$ cat src/rtl/p2s_shift_8.sv
// ---------------------------------------------------------------------------
// p2s_shift_8
//
// Parallel-to-serial shifter for a cascaded 164/595-style display chain.
// On an accepted start it captures the parallel word. It then clocks the word
// out one bit per 2*DIV clk cycles:
//   - sclk is low for DIV cycles, then high for DIV cycles.
//   - sdata only changes at the start of the low phase.
// After the last bit it raises slatch for DIV cycles. It then returns to idle
// with a one-cycle done pulse.
//
// Parameters
//   DATA_BITS  width of the parallel word (>= 1)
//   DIV        clk cycles per sclk half-period (>= 1)
//   MSB_FIRST  1: din[DATA_BITS-1] goes out first, 0: din[0] goes out first
//
// Ports
//   clk     in   system clock, rising-edge active
//   clear   in   asynchronous active-high reset
//   start   in   transfer request, only looked at while idle
//   din     in   parallel word, captured on the accepting edge
//   busy    out  transfer in progress
//   done    out  one-cycle pulse in the first idle cycle after a transfer
//   sdata   out  serial data
//   sclk    out  serial clock; the chain samples sdata on its rising edge
//   slatch  out  output-latch strobe for the chain
// ---------------------------------------------------------------------------
module p2s_shift_8 #(
  parameter int DATA_BITS = 8,
  parameter int DIV       = 2,
  parameter bit MSB_FIRST = 1'b1
) (
  input  logic                 clk,
  input  logic                 clear,
  input  logic                 start,
  input  logic [DATA_BITS-1:0] din,
  output logic                 busy,
  output logic                 done,
  output logic                 sdata,
  output logic                 sclk,
  output logic                 slatch
);

  // Counter widths never drop to zero bits, even for DATA_BITS = 1 or DIV = 1.
  localparam int BW = (DATA_BITS > 1) ? $clog2(DATA_BITS) : 1;
  localparam int PW = (DIV > 1) ? $clog2(DIV) : 1;

  localparam logic [BW-1:0] BIT_LAST = BW'(DATA_BITS - 1);
  localparam logic [PW-1:0] PH_LAST  = PW'(DIV - 1);

  typedef enum logic [1:0] {
    IDLE     = 2'd0,
    SHIFT_LO = 2'd1,
    SHIFT_HI = 2'd2,
    LATCH    = 2'd3
  } state_t;

  state_t               state_reg,  state_next;
  logic [DATA_BITS-1:0] shreg_reg,  shreg_next;
  logic [BW-1:0]        bitcnt_reg, bitcnt_next;
  logic [PW-1:0]        phase_reg,  phase_next;

  // All outputs are registered, so that sclk and slatch come straight from
  // flops. That keeps them glitch-free on the external chain.
  logic busy_reg,   busy_next;
  logic done_reg,   done_next;
  logic sdata_reg,  sdata_next;
  logic sclk_reg,   sclk_next;
  logic slatch_reg, slatch_next;

  logic                 phase_end;
  logic [DATA_BITS-1:0] shreg_adv;   // register moved one place toward the head
  logic                 head_next;   // bit that sits at the head after this edge

  assign phase_end = (phase_reg == PH_LAST);

  // The head is the MSB or the LSB. Advancing moves the next bit into the head.
  generate
    if (MSB_FIRST) begin : g_msb_first
      assign shreg_adv = shreg_reg << 1;
      assign head_next = shreg_next[DATA_BITS-1];
    end else begin : g_lsb_first
      assign shreg_adv = shreg_reg >> 1;
      assign head_next = shreg_next[0];
    end
  endgenerate

  // -------------------------------------------------------------------------
  // State register and registered outputs
  // -------------------------------------------------------------------------
  always_ff @(posedge clk or posedge clear) begin
    if (clear) begin
      state_reg  <= IDLE;
      shreg_reg  <= '0;
      bitcnt_reg <= '0;
      phase_reg  <= '0;
      busy_reg   <= 1'b0;
      done_reg   <= 1'b0;
      sdata_reg  <= 1'b0;
      sclk_reg   <= 1'b0;
      slatch_reg <= 1'b0;
    end else begin
      state_reg  <= state_next;
      shreg_reg  <= shreg_next;
      bitcnt_reg <= bitcnt_next;
      phase_reg  <= phase_next;
      busy_reg   <= busy_next;
      done_reg   <= done_next;
      sdata_reg  <= sdata_next;
      sclk_reg   <= sclk_next;
      slatch_reg <= slatch_next;
    end
  end

  // -------------------------------------------------------------------------
  // Next-state logic
  // -------------------------------------------------------------------------
  always_comb begin
    state_next  = state_reg;
    shreg_next  = shreg_reg;
    bitcnt_next = bitcnt_reg;
    phase_next  = phase_reg;
    done_next   = 1'b0;

    case (state_reg)
      IDLE: begin
        if (start) begin
          shreg_next  = din;
          bitcnt_next = BIT_LAST;
          phase_next  = '0;
          state_next  = SHIFT_LO;
        end
      end

      SHIFT_LO: begin
        if (phase_end) begin
          phase_next = '0;
          state_next = SHIFT_HI;
        end else begin
          phase_next = phase_reg + PW'(1);
        end
      end

      SHIFT_HI: begin
        if (phase_end) begin
          phase_next = '0;
          if (bitcnt_reg == '0) begin
            // Last bit done. The head keeps that bit, so sdata holds it
            // through the latch phase.
            state_next = LATCH;
          end else begin
            // Advance only here. The new head bit therefore appears together
            // with sclk going low.
            shreg_next  = shreg_adv;
            bitcnt_next = bitcnt_reg - BW'(1);
            state_next  = SHIFT_LO;
          end
        end else begin
          phase_next = phase_reg + PW'(1);
        end
      end

      LATCH: begin
        if (phase_end) begin
          phase_next = '0;
          state_next = IDLE;
          done_next  = 1'b1;
        end else begin
          phase_next = phase_reg + PW'(1);
        end
      end

      default: begin
        state_next = IDLE;
      end
    endcase
  end

  // -------------------------------------------------------------------------
  // Output decode. These signals are taken from the next state, so that the
  // registered outputs line up with the state they describe.
  // -------------------------------------------------------------------------
  always_comb begin
    busy_next   = (state_next != IDLE);
    sclk_next   = (state_next == SHIFT_HI);
    slatch_next = (state_next == LATCH);
    // sdata is forced low while idle, so the line rests at 0 between transfers.
    sdata_next  = (state_next != IDLE) && head_next;
  end

  assign busy   = busy_reg;
  assign done   = done_reg;
  assign sdata  = sdata_reg;
  assign sclk   = sclk_reg;
  assign slatch = slatch_reg;

endmodule
$ cat config.mk
export PLATFORM = sky130hd
export DESIGN_NAME = p2s_shift_8
export DESIGN_NICKNAME = d
export VERILOG_FILES = /design/src/rtl/p2s_shift_8.sv
export SDC_FILE = /design/constraint.sdc
export NUM_CORES = 1
export LEC_CHECK = 0
export ABC_AREA = 1
export CORE_MARGIN = 5
export CORE_UTILIZATION = 50
export DETAILED_ROUTE_END_ITERATION = 10
export GPL_TIMING_DRIVEN = 0
export HOLD_SLACK_MARGIN = 0.06
export PLACE_DENSITY = 0.81
export SYNTH_ARGS = -nofsm -noshare
export SYNTH_HDL_FRONTEND = slang
export SYNTH_SLANG_ARGS = --single-unit
$ cat constraint.sdc
create_clock -name clk -period 1.4 [get_ports clk]
set_input_delay 0.14 -clock clk [delete_from_list [all_inputs] [get_ports clk]]
set_output_delay 0.14 -clock clk [all_outputs]
set_load 0.02 [all_outputs]
==> run metrics, run 1 <==
most frequent cells in the layout 40 x nand2_1, 18 x dfrtp_1, 17 x inv_1; WS Path Type reg -> reg; worst skew pair latency 0.30 ns; synth unique cells 17; fill count 162; Synth-to-Final Area Change 30.9%; # clock sinks 19; Max Clock Skew 0.00364 ns; ANT nets after route 0; row cnt 15; Post-Synth Adder-Cell Area 2.73%; number of synthesized register bits 19; Die X 52.8 um; Layout Cells excl Fill 165; fin nets 154; # H-tree levels 1; most common cell after layout, fill and taps aside nand2_1; CP max stage delay 0.40 ns; Remaining DRCs 0; vias in the first global route 668; pwr/cell area 2010 mW/mm2; Max Slew Vio Count 0; sequential area share after synthesis 51.9%; via count 747; Final min period 1.37 ns; Routed WL per cell 9.88 um; GRT overflow 0; # setup viols final 0; M3 GR Usage 1.71%; CP Max Fanout 4; leakage power 0.706 nW; post-synthesis mux area share 0%; Pre-antenna DRT Iters 4; DRT Wirelength 1.63 mm; CP Data Required Time 1.65 ns; Routability Congestion 0.778; busiest grt layer met2; worst IR drop on VDD 0.963 mV; yosys warns 0; Critical Path Stages 9; met1 Resource Use GR 16.5%; Final period util 97.8%; Max Cap Viol 0; Clock transition at path regs 0.11 ns; worst r2r path cells 9; Root Buffer clkbuf_4; crit end category flip-flop; final hold viol count 0; Min-Delay Path Class in -> async; die area 0.00279 mm2; Vias/cell 4.53; CP max-delay cell dfrtp_1; Post-Syn Area 916 um2; Ports 16; Initial Util 53.0%; HPWL after DPL 1.22 mm; antenna violations before repair 0; Die H 52.8 um; Startpoint Class flip-flop; status finished, final reports clean; clk buf depth 2; first-pass GRT wire length 2.82 mm; CTS buffer count 3; critical path, cell by cell inv_2 > ha_4 > inv_2 > nor2_4 > nand2_1 > nand3b_1 > buf_4 > nand2_1 > inv_1; number of port buffers 15; WP data arrival 1.62 ns; Mapped Nets 131; CTS tree done; XOR/XNOR Fraction of Synth Area 0%; Mean Syn Cell Area 7.76 um2; GR Util met2 24.2%; fmax 731 MHz; RSZ-0062 raised after global routing yes; diodes inserted 0; Synth Area in Simple Gates 32.1%; total power 2.41 mW; drt initial violations 7; family with the most delay on the worst path simple AND/OR/NAND/NOR gates; core region area 0.00173 mm2; Mapped Cells 118; max FFs per register 8; placed cells 158; GRT Resource Usage Total 13.8%; Buf+Inv Stages, Crit Path 4; actual slew at the worst max-slew pin 0.710 ns; pin count of the biggest net entering global routing 20; layout cells sized above 1 17.9%; Max-slew headroom 52.6%; Compound-Gate Fraction of Synth Area 3.69%; largest family of logic cells by synthesized area simple AND/OR/NAND/NOR gates
## per-layer routing
layer | part of all wire [%] | wire, um
met1 | 43 | 701
met2 | 52 | 847
met3 | 2.9 | 47
met4 | 2.1 | 34
met5 | 0 | 0
## power breakdown
group / internal [mW] / total (mW) / switching (mW)
clock: 0.107 / 0.275 / 0.168
combinational: 0.483 / 1.20 / 0.717
sequential: 0.790 / 0.938 / 0.147
total: 1.38 / 2.41 / 1.03
## logic make-up (layout without fill, tap and decap cells)
group | after synthesis | after routing
flops | 19 | 19
simple gates | 68 | 68
fa+ha+maj | 2 | 2
compound gates | 6 | 6
buf+inv | 23 | 45
## stage by stage
step           setup slack, ns  instance area, um2  utilization (%)  setup TNS [ns]  hold slack (ns)
2_1_floorplan            0.159                 916                -               0           0.0911
3_3_place_gp          -0.00291                1100             63.6        -0.00291            0.456
3_5_place_dp           -0.0673                1100             63.6          -0.272            0.464
4_1_cts                0.00384                1140             66.3               0            0.270
5_1_grt                -0.0644                1200             69.4          -0.163            0.284
6_report                0.0313                1200             69.4               0            0.243
## Yosys cell counts, drive strengths merged
cell	count	area (um2)
nand2	43	171
dfrtp	19	475
ha	2	25.0
nor2	14	60.1
a21oi	4	23.8
nand3b	2	15.0
o21ai	2	10.0
nand4	1	6.26
inv	22	82.6
or2	1	6.26
buf	1	5.00
nand3	7	35.0
## cell type report
class / instances / area (um2) / area share, %
well taps: 25 / 31.3 / 2.61
repair buffers: 18 / 185 / 15.4
multi-input cells: 76 / 390 / 32.6
plain buffers: 1 / 5.00 / 0.418
clock inverters: 1 / 5.00 / 0.418
flip-flops and latches: 19 / 477 / 39.8
inverters: 22 / 82.6 / 6.89
clock buffers: 3 / 22.5 / 1.88
## repair_timing
action | CTS | global route
pin swaps | 0 | 5
gates resized for setup | 4 | 13
hold buffers | 0 | 0
buffers inserted | 0 | 3
setup endpoints to repair | 15 | 19
## path summary, 6_finish.rpt
| path | from | slack (ns) | end |
|---|---|---|---|
| max | bitcnt_reg[0] | 0.03 | slatch |
| min | clear | 0.24 | shreg_reg[3] |
| max reg2reg | bitcnt_reg[0] | 0.03 | slatch |
| min reg2reg | shreg_reg[2] | 0.49 | shreg_reg[2] |
| max in group asynchronous | clear | 0.67 | state_reg[1] |
| min in group clk | din[0] | 0.37 | shreg_reg[0] |
Note: power is estimated with default switching activity, not from simulation.
==> run 2: changes to the inputs <==
Settings changed: CORE_MARGIN 5 to 4, SKIP_LAST_GASP set to 1.
==> run 2 against run 1 <==
Final area shrank 1.3%. Sequential share of layout area rose by 0.40 points. Clock power is essentially flat. Critical path depth fell by 1. Largest power group unchanged. Fmax rose by 4.4%. Via count increased by 0.54%. Highest routed layer unchanged.
==> run metrics, run 2 (synthesis results as in run 1) <==
max FFs per register 8 (unchanged); post-route setup slack 0.0893 ns (was 0.0313 ns); CTS Hold Bufs 0 (unchanged); Startpoint Class flip-flop (unchanged); critical path, cell by cell inv_2 > ha_4 > inv_2 > nor2_4 > nand2_1 > nand3b_1 > nor2_2 > nor2_1 (was inv_2 > ha_4 > inv_2 > nor2_4 > nand2_1 > nand3b_1 > buf_4 > nand2_1 > inv_1); crit path from bitcnt_reg[0] (unchanged); Sequential Power Share 39.4% (was 38.9%); combinational power share 49.0% (was 49.7%); Routability Congestion 0.788 (was 0.778); Final period util 93.6% (was 97.8%); Internal Pwr Total 1.35 mW (was 1.38 mW); Max Cap Viol 0 (unchanged); Vias/cell 4.58 (was 4.53); first-pass GRT wire length 2.73 mm (was 2.82 mm); Max-slew headroom 54.3% (was 52.6%); fmax 763 MHz (was 731 MHz); reg-to-reg startpoint bitcnt_reg[0] (unchanged); worst r2r path cells 8 (was 9); HPWL after DPL 1.23 mm (was 1.22 mm); # setup viols final 0 (unchanged); Psw 1.02 mW (was 1.03 mW); Max Slew Vio Count 0 (unchanged); most frequent cells in the layout 41 x nand2_1, 19 x dfrtp_1, 17 x inv_1 (was 40 x nand2_1, 18 x dfrtp_1, 17 x inv_1); layout cells sized above 1 15.8% (was 17.9%); WP data arrival 1.55 ns (was 1.62 ns); drt initial violations 9 (was 7); pwr/cell area 1990 mW/mm2 (was 2010 mW/mm2); ANT nets after route 0 (unchanged); final hold viol count 0 (unchanged); Synth-to-Final Area Change 29.2% (was 30.9%); diodes inserted 0 (unchanged); # clock sinks 19 (unchanged); antenna violations before repair 0 (unchanged); flop2flop setup slack 0.09 ns (was 0.03 ns); Clock transition at path regs 0.10 ns (was 0.11 ns); most used cell, CP inv_2; via count 751 (was 747); fill count 149 (was 162); CP Max Fanout 4 (unchanged); Clock Power Share 11.6% (was 11.4%); die area 0.00258 mm2 (was 0.00279 mm2); CP max-delay cell dfrtp_1 (unchanged); Switching Fraction 43.0% (was 42.8%); status finished, final reports clean (unchanged); core region area 0.00173 mm2 (unchanged); Routed WL per cell 9.65 um (was 9.88 um); Design Area, Final 0.00118 mm2 (was 0.00120 mm2); Layout Cells excl Fill 164 (was 165); Initial Util 53.0% (unchanged); pin count of the biggest net entering global routing 20 (unchanged); Root Buffer clkbuf_4 (unchanged); worst slack at placement -0.0731 ns (was -0.0673 ns); CTS buffer count 3 (unchanged); number of port buffers 15 (unchanged); row cnt 15 (unchanged); GRT Resource Usage Total 14.3% (was 13.8%); CTS tree done (unchanged); Die X 50.8 um (was 52.8 um); vias in the first global route 679 (was 668); R2R Path End sdata (was slatch); RSZ-0062 raised after global routing yes (unchanged); Pre-antenna DRT Iters 4 (unchanged); Ports 16 (unchanged); CP max stage delay 0.41 ns (was 0.40 ns); capture point of the critical path sdata (was slatch); CP Data Required Time 1.64 ns (was 1.65 ns); WS Path Type reg -> reg (unchanged); actual slew at the worst max-slew pin 0.684 ns (was 0.710 ns); placed cells 158 (unchanged); Remaining DRCs 0 (unchanged); Die H 50.8 um (was 52.8 um); GRT overflow 0 (unchanged); leakage power 0.689 nW (was 0.706 nW); most common cell after layout, fill and taps aside nand2_1 (unchanged); worst IR drop on VDD 0.982 mV (was 0.963 mV); Min-Delay Path Class in -> async (unchanged); DRT Wirelength 1.58 mm (was 1.63 mm); clk buf depth 2 (unchanged); Max Clock Skew 0.00394 ns (was 0.00364 ns); fin nets 153 (was 154); total power 2.36 mW (was 2.41 mW); worst skew pair latency 0.30 ns (about the same); crit end category flip-flop (unchanged); placed cell area 0.00110 mm2 (unchanged); Final min period 1.31 ns (was 1.37 ns); # H-tree levels 1 (unchanged)
-- run 2: power groups by stage --
| stage | Sequential [mW] | Combinational, mW | Clock [mW] |
|---|---|---|---|
| finish | 0.931 | 1.16 | 0.273 |
| global route | 0.961 | 1.32 | 0.319 |
| CTS | 0.931 | 1.09 | 0.290 |
| detailed placement | 0.936 | 1.05 | 0 |
| floorplan | 0.967 | 0.718 | 0 |
| global placement | 0.926 | 1.01 | 0 |
-- run 2: how the worst min path moves through the flow --
stage                  start       endpoint
3_5_place_dp   bitcnt_reg[1]  bitcnt_reg[1]
2_1_floorplan          clear  bitcnt_reg[0]
6_report               clear   shreg_reg[1]
4_1_cts                clear   shreg_reg[0]
3_3_place_gp    shreg_reg[2]   shreg_reg[2]
5_1_grt                clear   shreg_reg[0]
-- run 2: per-layer routing --
| metal | global-route usage (%) | share of wire (%) | vias up |
|---|---|---|---|
| li1 | - | - | 394 |
| met1 | 15.4 | 41 | 339 |
| met2 | 25.9 | 53 | 16 |
| met3 | 3.56 | 3.7 | 2 |
| met4 | 6.73 | 2.1 | 0 |
| met5 | 0 | 0 | - |
-- run 2: repair_timing --
item                                    4_1_cts  5_1_grt
gates cloned                                  0        0
endpoints found under the setup margin       16       18
buffers inserted                              0        2
pin swaps                                     1        6
resized for setup                             5       10
-- run 2: final cells by class --
type                            instances  area (um2)  share of cell area, %
Sequential cell                        19         475                   40.2
Timing Repair Buffer                   17         174                   14.7
Buffer                                  1        5.00                  0.423
Clock buffer                            3        22.5                   1.90
Multi-Input combinational cell         76         388                   32.8
Tap cell                               25        31.3                   2.64
Clock inverter                          1        5.00                  0.423
Inverter                               22        82.6                   6.98
-- run 2: per-stage QoR --
step	hold WS (ns)	utilization [%]	setup TNS, ns
final	0.235	68.6	0
after global routing	0.298	68.6	-0.0260
after CTS	0.251	66.2	0
after detailed placement	0.458	63.6	-0.537
after global placement	0.456	63.6	0
after floorplan	0.0911	-	0
-- run 2: worst max-delay path, delay by kind of cell, from the launching register on --
family | cells | cell delay [ns]
buf+inv | 2 | 0.13
simple gates | 5 | 0.59
fa+ha+maj | 1 | 0.13
flops | 1 | 0.41
==> run 3: changes to the inputs <==
Settings changed: CELL_PAD_IN_SITES_DETAIL_PLACEMENT set to 1, CELL_PAD_IN_SITES_GLOBAL_PLACEMENT set to 1, CORE_UTILIZATION 50 to 39, GPL_TIMING_DRIVEN 0 to not set, PLACE_DENSITY 0.81 to 0.85.
Clock period 1.4 ns to 1.6 ns, I/O delays scaled along.
==> run 3 against run 2 <==
Sequential power down 9.1%. Sequential share of layout area grew 1.6 points. Setup slack better by 0.012 ns. Power down 14%. Die area increased by 24%. Core utilization is 18 points lower. Worst hold slack got worse by 0.058 ns. First-iteration DRC count fell by 78%. Sequential cell count unchanged. Global-route usage is 1.9 points higher. Via count up 4.9%. Clock skew is 0.0013 ns higher. Largest power group unchanged.
==> run metrics, run 3 (synthesis results as in run 1) <==
status finished, final reports clean (unchanged); WP data arrival 1.70 ns (was 1.55 ns); actual slew at the worst max-slew pin 0.281 ns (was 0.684 ns); Synth-to-Final Area Change 24.2% (was 29.2%); row cnt 17 (was 15); Clock transition at path regs 0.11 ns (was 0.10 ns); CP Max Fanout 10 (was 4); CP Data Required Time 1.80 ns (was 1.64 ns); Setup Fix Bufs, Post-CTS 0 (unchanged); worst slack at placement 0.0820 ns (was -0.0731 ns); fin nets 151 (was 153); first-pass GRT wire length 3.88 mm (was 2.73 mm); reg-to-reg startpoint bitcnt_reg[0] (unchanged); # clock sinks 19 (unchanged); worst IR drop on VDD 0.888 mV (was 0.982 mV); most frequent cells in the layout 41 x nand2_1, 20 x inv_1, 19 x dfrtp_1 (was 41 x nand2_1, 19 x dfrtp_1, 17 x inv_1); Max-slew headroom 81.3% (was 54.3%); # setup viols final 0 (unchanged); CTS buffer count 3 (unchanged); layout cells sized above 1 10.2% (was 15.8%); pin count of the biggest net entering global routing 20 (unchanged); core region area 0.00223 mm2 (was 0.00173 mm2); Max Slew Vio Count 0 (unchanged); Routability Congestion 0.744 (was 0.788); leakage power 0.620 nW (was 0.689 nW); CTS resizes 0 (was 5); Die H 56.5 um (was 50.8 um); Max Clock Skew 0.00525 ns (was 0.00394 ns); pwr/cell area 1800 mW/mm2 (was 1990 mW/mm2); diodes inserted 0 (unchanged); max FFs per register 8 (unchanged); setup TNS 0 ns (unchanged); clk buf depth 2 (unchanged); CTS tree done (unchanged); CTS Hold Bufs 0 (unchanged); Pre-antenna DRT Iters 2 (was 4); ANT nets after route 0 (unchanged); fmax 667 MHz (was 763 MHz); RSZ-0062 raised after global routing no (was yes); HPWL after DPL 1.73 mm (was 1.23 mm); worst skew pair latency 0.31 ns (was 0.30 ns); Min-Delay Path Class in -> async (unchanged); drt initial violations 2 (was 9); GRT Resource Usage Total 16.2% (was 14.3%); via count 788 (was 751); Root Buffer clkbuf_4 (unchanged); antenna violations before repair 0 (unchanged); most common cell after layout, fill and taps aside nand2_1 (unchanged); DRT Wirelength 2.25 mm (was 1.58 mm); Buf+Inv Stages, Crit Path 2 (unchanged); Vias/cell 4.78 (was 4.58); final hold viol count 0 (unchanged); crit path from bitcnt_reg[0] (unchanged); Final period util 93.6% (about the same); critical path, cell by cell inv_1 > ha_1 > inv_1 > nor2_2 > a21oi_2 > nand2_4 > nand2_1 > nand2_1 (was inv_2 > ha_4 > inv_2 > nor2_4 > nand2_1 > nand3b_1 > nor2_2 > nor2_1); number of port buffers 15 (unchanged); Ports 16 (unchanged); CP max stage delay 0.40 ns (was 0.41 ns); family with the most delay on the worst path flip-flops (was simple AND/OR/NAND/NOR gates); Remaining DRCs 0 (unchanged); Final min period 1.50 ns (was 1.31 ns); post-route setup slack 0.102 ns (was 0.0893 ns); WS Path Type reg -> reg (unchanged); Initial Util 41.0% (was 53.0%); GRT overflow 0 (unchanged); Startpoint Class flip-flop (unchanged); crit end category flip-flop (unchanged); die area 0.00319 mm2 (was 0.00258 mm2); CP max-delay cell dfrtp_1 (unchanged); Die X 56.5 um (was 50.8 um); # H-tree levels 1 (unchanged); vias in the first global route 839 (was 679); Max Cap Viol 0 (unchanged); Routed WL per cell 13.6 um (was 9.65 um)
run 3: path summary, 6_finish.rpt:
path | end | depth (start not counted) | slack, ns
setup / recovery | bitcnt_reg[0] | 8 | 0.10
hold / removal | shreg_reg[1] | 3 | 0.18
setup reg to reg | bitcnt_reg[0] | 8 | 0.10
hold reg to reg | shreg_reg[0] | 2 | 0.48
max in group asynchronous | bitcnt_reg[2] | 3 | 1.22
min in group clk | shreg_reg[0] | 3 | 0.40
run 3: layout make-up:
class,count,area (um2)
inverters,22,82.6
flip-flops and latches,19,475
repair buffers,16,158
fillers,292,1100
clock buffers,4,26.3
multi-input cells,76,360
well taps,28,35.0
run 3: report_power, final:
group | internal (mW) | total, mW | leakage, nW | switching (mW)
clock | 0.0974 | 0.255 | 0.0150 | 0.158
sequential | 0.689 | 0.846 | 0.237 | 0.157
combinational | 0.339 | 0.941 | 0.368 | 0.602
total | 1.13 | 2.04 | 0.620 | 0.917
run 3: worst register-to-register path: stages (launching register included):
cell	delay (ns)
dfrtp_1	0.40
inv_1	0.08
ha_1	0.20
inv_1	0.07
nor2_2	0.07
a21oi_2	0.27
nand2_4	0.15
nand2_1	0.11
nand2_1	0.06
run 3: per-layer routing:
layer,wire length (um),global-route usage [%],vias to the layer above
met5,0,0,-
met4,67,9.15,0
met3,69,3.22,6
met2,1100,26.7,13
met1,1020,19.4,379
li1,-,-,390
run 3: stage by stage:
| step | utilization [%] | cell area, um2 | cells | hold WS (ns) | total power [mW] |
|---|---|---|---|---|---|
| after floorplan | - | 916 | 118 | 0.111 | 1.47 |
| after global placement | 49.4 | 1100 | 161 | 0.455 | 1.72 |
| after detailed placement | 49.4 | 1100 | 161 | 0.460 | 1.79 |
| after CTS | 50.6 | 1130 | 165 | 0.179 | 2.05 |
| after global routing | 50.9 | 1140 | 165 | 0.203 | 2.23 |
| final | 50.9 | 1140 | 165 | 0.177 | 2.04 |
